### config.mk
export PLATFORM = sky130hd
export DESIGN_NAME = instr_decode_stage_flat
export DESIGN_NICKNAME = d
export VERILOG_FILES = /design/src/rtl/instr_decode_stage_if.sv /design/src/rtl/instr_decode_stage.sv /design/src/flat_wrapper.sv
export SDC_FILE = /design/constraint.sdc
export NUM_CORES = 1
export LEC_CHECK = 0
export BUFFER_PORTS_ARGS = -buffer_cell sky130_fd_sc_hd__buf_4
export CAP_MARGIN = 10
export CORE_ASPECT_RATIO = 1.2
export CORE_MARGIN = 8
export CORE_UTILIZATION = 40
export CTS_CLUSTER_SIZE = 20
export DETAILED_ROUTE_END_ITERATION = 12
export GPL_TIMING_DRIVEN = 0
export PLACE_DENSITY = 0.69
export SLEW_MARGIN = 25
export SYNTH_ARGS = -nofsm -noshare
export SYNTH_HDL_FRONTEND = slang
export SYNTH_SLANG_ARGS = --single-unit
### constraint.sdc
create_clock -name clk -period 2.4 [get_ports clk]
set_clock_uncertainty 0.15 [all_clocks]
set_input_delay 0.24 -clock clk [delete_from_list [all_inputs] [get_ports clk]]
set_output_delay 0.24 -clock clk [all_outputs]
set_load 0.03 [all_outputs]
### src/rtl/instr_decode_stage_if.sv
// Instruction decode stage bus: the upstream instruction handshake and the
// downstream decoded-instruction handshake, grouped for port hookup.
interface instr_decode_stage_if #(
  parameter int DW = 16
);
  logic          in_valid;
  logic          in_ready;
  logic [DW-1:0] in_instr;
  logic          out_valid;
  logic          out_ready;
  logic          out_type;
  logic [DW-1:0] out_value;
  logic          out_a;
  logic [5:0]    out_comp;
  logic [2:0]    out_dest;
  logic [2:0]    out_jump;
  logic          out_illegal;

  // Producer/consumer side: feeds instructions, consumes decoded results.
  modport master (
    output in_valid, in_instr, out_ready,
    input  in_ready, out_valid, out_type, out_value,
           out_a, out_comp, out_dest, out_jump, out_illegal
  );

  // Decode stage side.
  modport slave (
    input  in_valid, in_instr, out_ready,
    output in_ready, out_valid, out_type, out_value,
           out_a, out_comp, out_dest, out_jump, out_illegal
  );
endinterface

### src/rtl/instr_decode_stage.sv
// Instruction decode stage: decodes A/C instruction words into fields, buffers
// them in an output register plus one skid entry, and counts retired
// A, C and illegal instructions with saturating counters.
module instr_decode_stage #(
  parameter int DW = 16,
  parameter int CW = 16
) (
  input  logic                 clk,
  input  logic                 rst_n,
  instr_decode_stage_if.slave  bus,
  input  logic                 flush,
  input  logic                 cnt_clr,
  output logic [CW-1:0]        cnt_a,
  output logic [CW-1:0]        cnt_c,
  output logic [CW-1:0]        cnt_ill
);

  typedef enum logic [1:0] {EMPTY, ONE, TWO} state_e;

  typedef struct packed {
    logic          is_c;
    logic [DW-1:0] value;
    logic          a;
    logic [5:0]    comp;
    logic [2:0]    dest;
    logic [2:0]    jump;
    logic          illegal;
  } dec_t;

  state_e        state_q, state_d;
  dec_t          out_q, out_d, skid_q, skid_d;
  dec_t          dec_c, out_sel;
  logic          in_ready_c, out_valid_c;
  logic          accept, pop;
  logic [CW-1:0] cnt_a_q, cnt_c_q, cnt_ill_q;

  // Field extraction of the incoming word; A-instructions carry only a value.
  always_comb begin
    // NOTE: every combinational output gets a default first so no path can infer a latch.
    dec_c = '0;
    if (bus.in_instr[DW-1]) begin
      dec_c.is_c    = 1'b1;
      dec_c.value   = bus.in_instr;
      dec_c.a       = bus.in_instr[DW-4];
      dec_c.comp    = bus.in_instr[DW-5 -: 6];
      dec_c.dest    = bus.in_instr[DW-11 -: 3];
      dec_c.jump    = bus.in_instr[DW-14 -: 3];
      dec_c.illegal = (bus.in_instr[DW-2 -: 2] != 2'b11);
    end else begin
      dec_c.value   = {1'b0, bus.in_instr[DW-2:0]};
    end
  end

  // FSM outputs: readiness and validity from occupancy; reset and flush block accepts.
  always_comb begin
    in_ready_c  = rst_n && !flush && (state_q != TWO);
    out_valid_c = (state_q != EMPTY);
  end

  assign accept = bus.in_valid & in_ready_c;
  assign pop    = out_valid_c & bus.out_ready;

  // FSM next state: occupancy tracking, flush overrides everything.
  always_comb begin
    state_d = state_q;
    if (flush) begin
      state_d = EMPTY;
    end else begin
      unique case (state_q)
        EMPTY:   if (accept) state_d = ONE;
        ONE:     if (accept && !pop) state_d = TWO;
                 else if (pop && !accept) state_d = EMPTY;
        TWO:     if (pop) state_d = ONE;
        default: state_d = EMPTY;
      endcase
    end
  end

  // FSM state register.
  always_ff @(posedge clk or negedge rst_n) begin
    // NOTE: sequential state uses non-blocking assignments so all registers update together.
    if (!rst_n) state_q <= EMPTY;
    else        state_q <= state_d;
  end

  // Data steering: new entries land in the output register when it frees up, else in skid.
  always_comb begin
    out_d  = out_q;
    skid_d = skid_q;
    unique case (state_q)
      EMPTY:   if (accept) out_d = dec_c;
      ONE:     if (accept && pop) out_d = dec_c;
               else if (accept) skid_d = dec_c;
      TWO:     if (pop) out_d = skid_q;
      default: ;
    endcase
  end

  // Entry storage.
  always_ff @(posedge clk or negedge rst_n) begin
    // NOTE: the two data entries are reset too; they are tiny and this keeps them never-X.
    if (!rst_n) begin
      out_q  <= '0;
      skid_q <= '0;
    end else begin
      out_q  <= out_d;
      skid_q <= skid_d;
    end
  end

  // Retirement counters: clear wins, flush suppresses counting, saturate at all-ones.
  always_ff @(posedge clk or negedge rst_n) begin
    if (!rst_n) begin
      cnt_a_q   <= '0;
      cnt_c_q   <= '0;
      cnt_ill_q <= '0;
    end else if (cnt_clr) begin
      cnt_a_q   <= '0;
      cnt_c_q   <= '0;
      cnt_ill_q <= '0;
    end else if (pop && !flush) begin
      if (!out_q.is_c && cnt_a_q != '1) cnt_a_q <= cnt_a_q + CW'(1);
      if (out_q.is_c && cnt_c_q != '1)  cnt_c_q <= cnt_c_q + CW'(1);
      if (out_q.illegal && cnt_ill_q != '1) cnt_ill_q <= cnt_ill_q + CW'(1);
    end
  end

  assign out_sel = out_valid_c ? out_q : '0;

  assign bus.in_ready    = in_ready_c;
  assign bus.out_valid   = out_valid_c;
  assign bus.out_type    = out_sel.is_c;
  assign bus.out_value   = out_sel.value;
  assign bus.out_a       = out_sel.a;
  assign bus.out_comp    = out_sel.comp;
  assign bus.out_dest    = out_sel.dest;
  assign bus.out_jump    = out_sel.jump;
  assign bus.out_illegal = out_sel.illegal;

  assign cnt_a   = cnt_a_q;
  assign cnt_c   = cnt_c_q;
  assign cnt_ill = cnt_ill_q;

endmodule

### src/flat_wrapper.sv
// flat-port wrapper written by rule: the top's interface ports become plain ports
module instr_decode_stage_flat 
#(
  parameter int DW = 16,
  parameter int CW = 16
)
  (clk, rst_n, flush, cnt_clr, cnt_a, cnt_c, cnt_ill, bus_in_valid, bus_in_instr, bus_out_ready, bus_in_ready, bus_out_valid, bus_out_type, bus_out_value, bus_out_a, bus_out_comp, bus_out_dest, bus_out_jump, bus_out_illegal);
  instr_decode_stage_if #(.DW(DW)) bus_i ();
  input  logic clk;
  input  logic rst_n;
  input  logic flush;
  input  logic cnt_clr;
  output logic [CW-1:0] cnt_a;
  output logic [CW-1:0] cnt_c;
  output logic [CW-1:0] cnt_ill;
  input wire logic [$bits(bus_i.in_valid)-1:0] bus_in_valid;
  input wire logic [$bits(bus_i.in_instr)-1:0] bus_in_instr;
  input wire logic [$bits(bus_i.out_ready)-1:0] bus_out_ready;
  output wire logic [$bits(bus_i.in_ready)-1:0] bus_in_ready;
  output wire logic [$bits(bus_i.out_valid)-1:0] bus_out_valid;
  output wire logic [$bits(bus_i.out_type)-1:0] bus_out_type;
  output wire logic [$bits(bus_i.out_value)-1:0] bus_out_value;
  output wire logic [$bits(bus_i.out_a)-1:0] bus_out_a;
  output wire logic [$bits(bus_i.out_comp)-1:0] bus_out_comp;
  output wire logic [$bits(bus_i.out_dest)-1:0] bus_out_dest;
  output wire logic [$bits(bus_i.out_jump)-1:0] bus_out_jump;
  output wire logic [$bits(bus_i.out_illegal)-1:0] bus_out_illegal;
  assign bus_i.in_valid = bus_in_valid;
  assign bus_i.in_instr = bus_in_instr;
  assign bus_i.out_ready = bus_out_ready;
  assign bus_in_ready = bus_i.in_ready;
  assign bus_out_valid = bus_i.out_valid;
  assign bus_out_type = bus_i.out_type;
  assign bus_out_value = bus_i.out_value;
  assign bus_out_a = bus_i.out_a;
  assign bus_out_comp = bus_i.out_comp;
  assign bus_out_dest = bus_i.out_dest;
  assign bus_out_jump = bus_i.out_jump;
  assign bus_out_illegal = bus_i.out_illegal;
  instr_decode_stage #(.DW(DW), .CW(CW)) u_core (.clk(clk), .rst_n(rst_n), .bus(bus_i), .flush(flush), .cnt_clr(cnt_clr), .cnt_a(cnt_a), .cnt_c(cnt_c), .cnt_ill(cnt_ill));
endmodule
==> metrics.txt, run 1 <==
Startpoint Class flip-flop; drt pass-1 iters 6; setup violators final 0; Layout Nets 725; Post-Place Cell Area approximately 6400 µm²; die height 143 µm; maxcap violations 0; cell count of the worst reg-to-reg path 5; Yosys Warn Count 0; Slew HR between 40% and 50%; Primary FF master, synth dfrtp_1; Crit Path Max Fanout 7; Mapped Cells ~570; Layout Cells excl Fill 873; Leak Pwr about 3 nW; Clock Path Buffers 2; first-pass GRT wire length 23.8 mm; Tcrit/Tclk final 95.9%; hpwl dp ~10 mm; count of flip-flops with a built-in enable after synthesis 0; Crit-path slowest cell or4_1; I/O pin count 103; Rows 46; status finished with violations; CTS sink count 110; Via density 5.40; CP max stage delay 0.52 ns; Hold Slack -0.317 ns; Residual DRC 0; Setup TNS 0 ns; Post-Syn Area 5400 µm²; worst slew pin tran 0.775 ns; final critical-path required period approximately 2.3 ns; pwr dens 615 nW/µm²; HP Class in -> async; Seq cells post-synth 110; Total Power 0.00427 W; Async S/R FF share, synth 100%; Core ar. 13,200 µm²; share of post-route cells with drive strength above 1 23.8%; TritonCTS buffer count 9; FMAX around 430 MHz; Final GP Congestion 0.857; die width around 120 µm; DRT Wirelength 14.6 mm; I/O Buffers 101; final hold viol count 110; initial drt markers between 300 and 400; Mean Syn Cell Area between 9 and 10 µm²; CP Data Required Time 2.53 ns; R2R Setup Slk 0.1 ns; commonest non-fill, non-tap cell in the layout dfrtp_1; Hold Buf Count CTS 16; post-route ant nets 0; initial antenna violation count 0; Yosys cell types 40; CP arrival 2.43 ns; peak supply drop 317 µV; CP endpoint kind flip-flop; vias in the first global route roughly 4,800; crit-path cells or3_4, or4_1, buf_4, or3_1, a21oi_1; H-tree depth 3; Starting Density 41.0%; Worst-path clk slew 0.08 ns; Final Cell Area 6950 µm²; placed cells 840; root buffer cell clkbuf_16; GR Overflow Total 0; die area 17,500 µm²; CTS tree done; later-pin clock latency in the skew report 0.35 ns; post-synthesis net count 596; Slew Limit Fails 0; Avg WL per Cell 16.7 µm; largest net degree at the start of global routing 115; All-Layer GR Usage 16.8%; via count ~4,700; Ant. Diodes 0; commonest cells after routing, fill and taps aside dfrtp_1 (107), buf_4 (105), nor2_1 (91); WS Path Type reg -> reg; register area share after synthesis 51.0%; failing checks negative hold slack; Layout area overhead 28.7%
[state kept, by name, summed over array words and instances (netlist names)]
name,cells
u_core.out_q,30
u_core.cnt_a,16
u_core.cnt_ill,16
u_core.cnt_c,16
u_core.state_q,2
u_core.skid_q,30
[power breakdown]
group          total, W  switching [W]  internal (W)
clock           0.00148       0.000748      0.000730
combinational  0.000632       0.000366      0.000266
sequential      0.00216       0.000117       0.00204
total           0.00427        0.00123       0.00304
[through the flow]
stage,util [%],setup WS (ns)
floorplan,-,0.0160
global placement,48.3,-0.845
detailed placement,48.3,-0.596
CTS,52.0,-0.0458
global route,52.7,-0.0308
finish,52.7,0.0985
[worst max-delay path: cells and delay by family, from the launching register on]
kind,cells,cell delay (ns)
compound gates,1,0.12
buf+inv,1,0.17
flops,1,0.48
simple gates,3,1.30
[path summary, 6_finish.rpt]
kind                                          end        startpoint
worst max-delay path             u_core.cnt_a[15]  u_core.out_q[29]
worst min-delay path              u_core.cnt_a[7]             rst_n
worst max register to register   u_core.cnt_a[15]  u_core.out_q[29]
worst min register to register   u_core.skid_q[4]  u_core.skid_q[4]
max in group asynchronous       u_core.state_q[0]             rst_n
min in group clk                u_core.skid_q[26]  bus_in_instr[12]
[cell families after synthesis]
group	count (synthesis)	synth area share (%)
AOI/OAI and AO/OA	87	8.74
adders and majority gates	3	0.695
buffers and inverters	38	2.80
muxes	36	7.07
and+or+nand+nor	263	24.2
DFF	110	51.0
xor gates and xnor gates	34	5.52
[routing by layer]
metal	wire (µm)	track usage, %	vias up
met5	0	0	-
met4	232	5.34	0
met3	916	3.67	19
met2	7140	27.9	167
met1	6270	21.0	2306
li1	-	-	2225
[synthesized netlist by cell type (all sizes together), types with 2 or more instances]
cell / count / area [µm²]
a31oi: 7 / 43.8
nand2b: 3 / 21.3
buf: 7 / 35.0
mux2i: 19 / 190
nor2: 92 / 348
or3: 6 / 37.5
clkbuf: 28 / 105
and4: 5 / 43.8
dfrtp: 110 / 2750
a31o: 2 / 17.5
nor4b: 4 / 35.0
o21ai: 20 / 100
or2: 2 / 12.5
or4b: 2 / 20.0
nor3: 17 / 85.1
nor4: 15 / 93.8
and2: 31 / 194
a21oi: 52 / 260
ha: 3 / 37.5
nand3: 14 / 70.1
nand4: 13 / 81.3
nand2: 46 / 173
nand3b: 2 / 15.0
xnor2: 33 / 289
a311oi: 3 / 26.3
inv: 3 / 11.3
nor2b: 6 / 37.5
nor3b: 2 / 15.0
mux2: 17 / 191
[final cells by class]
class                      instances  area (µm²)
sequential                       110        2760
inverter                           3        11.3
tap                              168         210
fill                            1194        6230
clock inverter                     7        68.8
buffer                            33         144
multi-input combinational        423        2580
timing repair buffer             120         953
clock buffer                       9         225
[repair_timing]
action / CTS / global route
gates resized for setup: 6 / 20
pin swaps: 0 / 4
hold endpoints to repair: 126 / 110
buffers inserted: 0 / 3
endpoints found under the setup margin: 69 / 65
Power figures use the tool's default switching activity.
==> inputs of run 2 (changes only) <==
--- a/config.mk
+++ b/config.mk
@@ -5,6 +5,7 @@
 export SDC_FILE = /design/constraint.sdc
 export NUM_CORES = 1
 export LEC_CHECK = 0
+export ABC_AREA = 1
 export BUFFER_PORTS_ARGS = -buffer_cell sky130_fd_sc_hd__buf_4
 export CAP_MARGIN = 10
 export CORE_ASPECT_RATIO = 1.2
@@ -13,7 +14,7 @@
 export CTS_CLUSTER_SIZE = 20
 export DETAILED_ROUTE_END_ITERATION = 12
 export GPL_TIMING_DRIVEN = 0
-export PLACE_DENSITY = 0.69
+export PLACE_DENSITY = 0.68
 export SLEW_MARGIN = 25
 export SYNTH_ARGS = -nofsm -noshare
 export SYNTH_HDL_FRONTEND = slang
==> metrics.txt, run 2 <==
placed cells 1,166 (+39%); initial drt markers 414 (+29%); Primary FF master, synth dfrtp_1; maxcap violations 0 (unchanged); die area 19,600 µm² (+12%); post-synthesis net count 885 (+48%); Slew HR 57.5% (+9.6 points); multi-input combinational cell area 2900 µm² (+13%); Register Area 2750 µm² (-0.14%); worst setup margin 0.131 ns (+0.0322 ns); Area contributors post-synth dfrtp_1 (45%), nand2_1 (16%), nor2_1 (7.4%), o21ai_0 (6.7%), nand3_1 (6.4%); Clock Path Buffers 2 (unchanged); post-route ant nets 0 (unchanged); pwr dens 667 nW/µm² (+8.5%); hpwl dp 12.8 mm (+24%); Worst R2R End u_core.cnt_c[14]; Leak Pwr 3.75 nW (+25%); fillers 1,507 (+26%); later-pin clock latency in the skew report 0.36 ns (about the same); Final GP Congestion 0.885 (+3.3%); HP Class in -> reg; peak supply drop 412 µV (+30%); Startpoint Class flip-flop; Setup TNS 0 ns (unchanged); most common cell in the netlist nand2_1; Layout Cells excl Fill 1,185 (+36%); Starting Density 40.9% (-0.095 points); RR Startpoint u_core.cnt_c[1]; Yosys cell types 31 (-23%); CTS sink count 110 (unchanged); CP Data Required Time 2.01 ns (-0.52 ns); DRT Wirelength 17.3 mm (+19%); R2R Setup Slk 0.34 ns (+0.24 ns); Ant. Diodes 0 (unchanged); worst slew pin tran 0.638 ns (-0.137 ns); WS Path Type reg -> out; CP bufs+invs 2 (+1); worst hold path startpoint bus_in_instr[5]; Layout area overhead 22.5%; Hold Path Stages 3; cell count of the worst reg-to-reg path 8 (+3); Seq cells post-synth 110 (unchanged); Yosys Warn Count 0 (unchanged); post-synth top area share 44.9% (-6.1 points); vias in the first global route 5,744 (+21%); FMAX 441 MHz (+1.4%); final hold viol count 0 (-100%); first-pass GRT wire length 28.6 mm (+20%); worst hold path endpoint u_core.skid_q[19]; Slew Limit Fails 0 (unchanged); Post-CTS Setup Repair Bufs 0 (unchanged); final critical-path required period 2.27 ns (-0.0322 ns); commonest non-fill, non-tap cell in the layout nand2_1; CP endpoint kind output pin; GR Overflow Total 0 (unchanged); setup violators final 0 (unchanged); Crit-path slowest cell clkbuf_1; Tcrit/Tclk final 94.6% (-1.3 points); Crit Path Max Fanout 10 (+3); register area share after synthesis 44.9% (-6.1 points); count of flip-flops with a built-in enable after synthesis 0 (unchanged); Post-Syn Area 6140 µm² (+14%); CTS tree done; area leader, netlist dfrtp_1; Total Power 0.00502 W (+18%); Residual DRC 0 (unchanged); commonest cells after routing, fill and taps aside nand2_1 (258), nor2_1 (121), dfrtp_1 (110); root buffer cell clkbuf_16; I/O pin count 103 (unchanged); Core ar. 15,000 µm² (+14%); Async S/R FF share, synth 100% (unchanged); I/O Buffers 101 (unchanged); All-Layer GR Usage 18.3% (+1.6 points); Top delay family on crit path buffers and inverters; Synth top cells by count nand2_1 (258), nor2_1 (121), dfrtp_1 (110), inv_1 (83), o21ai_0 (82); die height 152 µm (+5.9%); status finished clean; Rows 49 (+6.5%); top flop regs u_core.out_q: 30 flops, u_core.skid_q: 30 flops; worst slack, placed 0.0793 ns (+0.675 ns); Avg WL per Cell 14.6 µm (-12%); RSZ-0062 raised after global routing false; die width 129 µm (+5.8%); TritonCTS buffer count 9 (unchanged); CP arrival 1.88 ns (-0.55 ns); Mapped Cells 860 (+51%); final core occ 50.1% (-2.6 points); via count 5,901 (+25%); H-tree depth 3 (unchanged); Via density 4.98 (-7.8%); crit-path cells nor2_2, clkbuf_1, nor2_1, buf_4; Worst-path clk slew 0.08 ns (about the same); Mean Syn Cell Area 7.14 µm² (-25%); share of post-route cells with drive strength above 1 15.5% (-8.3 points); CP max stage delay 0.48 ns (-0.04 ns); largest net degree at the start of global routing 71 (-38%); drt pass-1 iters 5 (-1); initial antenna violation count 0 (unchanged); Layout Nets 1,001 (+38%)
## run 2: cell types whose count changed after synthesis, sizes merged, moves of 15 or more
cell,delta
mux2,-17
xor2,+16
a21oi,-51
o21ai,+78
nand3,+66
and2,-31
nor2,+37
nand2,+217
inv,+80
xnor2,-31
mux2i,-19
nor4,-15
## run 2: per-stage QoR
| step | hold slack (ns) | cell area [µm²] |
|---|---|---|
| 6_report | 0.0107 | 7520 |
| 5_1_grt | 0.0306 | 7520 |
| 4_1_cts | 0.00685 | 7520 |
| 3_5_place_dp | 0.0405 | 7180 |
| 3_3_place_gp | 0.308 | 7150 |
| 2_1_floorplan | -0.206 | 6140 |
## run 2: cell families (layout without fill, tap and decap cells)
kind of cell	after synthesis	in the layout	synth area share, %
AOI/OAI and AO/OA	114	114	10.5
xor gates and xnor gates	19	19	2.71
adders and majority gates	3	3	0.612
buffers and inverters	120	241	7.89
DFF	110	110	44.9
and+or+nand+nor	494	494	33.5
## run 2: timing repair
item	CTS	global route
setup endpoints to repair	1	0
hold buffers	3	0
gates resized for setup	1	0
hold endpoints to repair	43	0
## run 2: metal layers
layer | GRT usage [%] | share of wire (%)
met3 | 3.08 | 4.9
met2 | 32.2 | 50
met1 | 22.2 | 44
met4 | 6.42 | 1.7
met5 | 0 | 0
## run 2: layout make-up
class                           instances  area share (%)
Buffer                                 36            2.26
Clock buffer                           10            3.18
Clock inverter                          6           0.782
Inverter                               84            4.19
Multi-Input combinational cell        630            38.6
Sequential cell                       110            36.6
Tap cell                              204            3.39
Timing Repair Buffer                  105            11.0
## run 2: worst max path at each step
stage,depth (start not counted),to,start
after floorplan,8,u_core.cnt_a[13],u_core.cnt_a[0]
after global placement,7,u_core.skid_q[25],rst_n
after detailed placement,8,u_core.skid_q[18],rst_n
after CTS,4,bus_out_comp[5],u_core.state_q[1]
after global routing,4,bus_out_comp[5],u_core.state_q[1]
final,4,bus_out_comp[5],u_core.state_q[1]
## run 2: power by group
group	total [W]	leakage (nW)	switching [W]	internal, W
clock network	0.00154	0.145	0.000772	0.000764
logic	0.00114	2.13	0.000740	0.000396
registers	0.00235	1.48	0.000178	0.00217
total	0.00502	3.75	0.00169	0.00333
## run 2: worst reg2reg max path, stage by stage (launching register included)
cell     delay (ns)
dfrtp_1        0.45
ha_1           0.25
nand2_1        0.07
nor2_1         0.21
nand3_1        0.19
o21ai_4        0.26
nand2_2        0.18
nand2_1        0.13
nand2_1        0.05
==> inputs of run 3 (changes only) <==
--- a/config.mk
+++ b/config.mk
@@ -11,6 +11,7 @@
 export CORE_ASPECT_RATIO = 1.2
 export CORE_MARGIN = 8
 export CORE_UTILIZATION = 40
+export CTS_BUF_LIST = sky130_fd_sc_hd__clkbuf_8
 export CTS_CLUSTER_SIZE = 20
 export DETAILED_ROUTE_END_ITERATION = 12
 export GPL_TIMING_DRIVEN = 0
==> metrics.txt, run 3 (synthesis gave the netlist of run 2 again) <==
Layout area overhead 23.2%; CTS tree done; Final Cell Area 7560 µm² (+0.55%); via count 5,913 (+0.20%); GR Overflow Total 0 (unchanged); Tcrit/Tclk final 94.0% (-0.54 points); fillers 1,506 (-0.066%); Slew HR 58.1% (+0.58 points); share of post-route cells with drive strength above 1 15.5% (-0.017 points); Avg WL per Cell 14.5 µm (-0.92%); die area 19,600 µm² (unchanged); hpwl dp 12.8 mm (unchanged); worst slack, placed 0.0793 ns (unchanged); Clock Path Buffers 2 (unchanged); Starting Density 40.9% (unchanged); Crit Path Max Fanout 10 (unchanged); Crit-path slowest cell dfrtp_1; worst setup margin 0.144 ns (+0.0129 ns); Residual DRC 0 (unchanged); Register Area 2750 µm² (unchanged); initial antenna violation count 0 (unchanged); commonest non-fill, non-tap cell in the layout nand2_1; Startpoint Class flip-flop; Post-Place Cell Area 7180 µm² (unchanged); Via density 4.93 (-0.97%); peak supply drop 411 µV (-0.11%); top flop regs u_core.out_q: 30 flops, u_core.skid_q: 30 flops; drt pass-1 iters 5 (unchanged); final critical-path required period 2.26 ns (-0.0129 ns); CTS sink count 110 (unchanged); RSZ-0062 raised after global routing false; Layout Nets 1,015 (+1.4%); Ant. Diodes 0 (unchanged); maxcap violations 0 (unchanged); die height 152 µm (unchanged); status finished clean; vias in the first global route 5,743 (-0.017%); H-tree depth 3 (unchanged); Setup TNS 0 ns (unchanged); die width 129 µm (unchanged); TritonCTS buffer count 9 (unchanged); later-pin clock latency in the skew report 0.39 ns (+0.03 ns); largest net degree at the start of global routing 71 (unchanged); Core ar. 15,000 µm² (unchanged); post-route ant nets 0 (unchanged); CP arrival 1.87 ns (about the same); WS Path Type reg -> out; CP max stage delay 0.46 ns (-0.02 ns); CP endpoint kind output pin; Slew Limit Fails 0 (unchanged); HP Class in -> reg; Leak Pwr 3.77 nW (+0.48%); DRT Wirelength 17.4 mm (+0.25%); Worst-path clk slew 0.12 ns (+0.04 ns); Layout Cells excl Fill 1,199 (+1.2%); Rows 49 (unchanged); placed cells 1,166 (unchanged); root buffer cell clkbuf_8; setup violators final 0 (unchanged); Final GP Congestion 0.885 (unchanged); multi-input combinational cell area 2900 µm² (unchanged); All-Layer GR Usage 18.4% (+0.078 points); I/O pin count 103 (unchanged); pwr dens 617 nW/µm² (-7.5%); commonest cells after routing, fill and taps aside nand2_1 (258), nor2_1 (121), dfrtp_1 (110); crit-path cells nor2_2, clkbuf_2, nor2_1, buf_4, buf_4; CP dominant cell by count buf_4; initial drt markers 484 (+17%); FMAX 443 MHz (+0.57%); final hold viol count 0 (unchanged); I/O Buffers 101 (unchanged); worst slew pin tran 0.629 ns (-0.00875 ns); first-pass GRT wire length 28.7 mm (+0.41%); CP Data Required Time 2.01 ns (about the same)
==> run 3: power by group <==
part / switching [W] / internal, W / leakage, nW
registers: 0.000178 / 0.00217 / 1.48
logic: 0.000744 / 0.000413 / 2.20
clock network: 0.000731 / 0.000437 / 0.0993
total: 0.00165 / 0.00302 / 3.77
==> run 3: through the flow <==
stage	hold slack [ns]	total power [W]	utilization, %
after floorplan	-0.206	0.00307	-
after global placement	0.308	0.00348	47.6
after detailed placement	0.0405	0.00352	47.8
after CTS	0.00647	0.00472	50.3
after global routing	0.0196	0.00495	50.3
final	0.0278	0.00467	50.3
==> run 3: critical path: cells and delay by family (launching register included) <==
family / cells / cell delay, ns
buffers and inverters: 3 / 0.60
DFF: 1 / 0.46
and+or+nand+nor: 2 / 0.40
==> run 3: path summary, 6_finish.rpt <==
check	endpoint	slack, ns	depth (start not counted)	from
hold reg to reg	u_core.out_q[7]	0.34	2	u_core.out_q[7]
hold / removal	u_core.skid_q[30]	0.03	3	bus_in_instr[15]
setup / recovery	bus_out_value[15]	0.14	5	u_core.state_q[1]
min in group asynchronous	u_core.out_q[5]	0.22	3	rst_n
setup reg to reg	u_core.cnt_c[14]	0.31	8	u_core.cnt_c[1]
max in group asynchronous	u_core.cnt_c[13]	1.53	3	rst_n
==> run 3: what timing repair did <==
action	4_1_cts	5_1_grt
buffers inserted	0	0
hold buffers	17	0
endpoints found under the hold margin	67	0
endpoints found under the setup margin	1	13
resized for setup	1	4
==> run 3: layout make-up <==
type,instances,area share (%)
repair buffers,119,12.8
plain buffers,36,2.28
inverters,84,4.17
clock buffers,10,1.82
well taps,204,3.38
clock inverters,6,0.778
flip-flops and latches,110,36.4
multi-input cells,630,38.4
==> run 3: per-layer routing <==
layer  track usage, %  vias to the layer above  share of wire [%]
met5                0                        -                  0
met4             7.18                        0                2.0
met3             3.54                       21                5.1
met2             31.8                      145                 49
met1             22.2                     2750                 44
li1                 -                     2997                  -
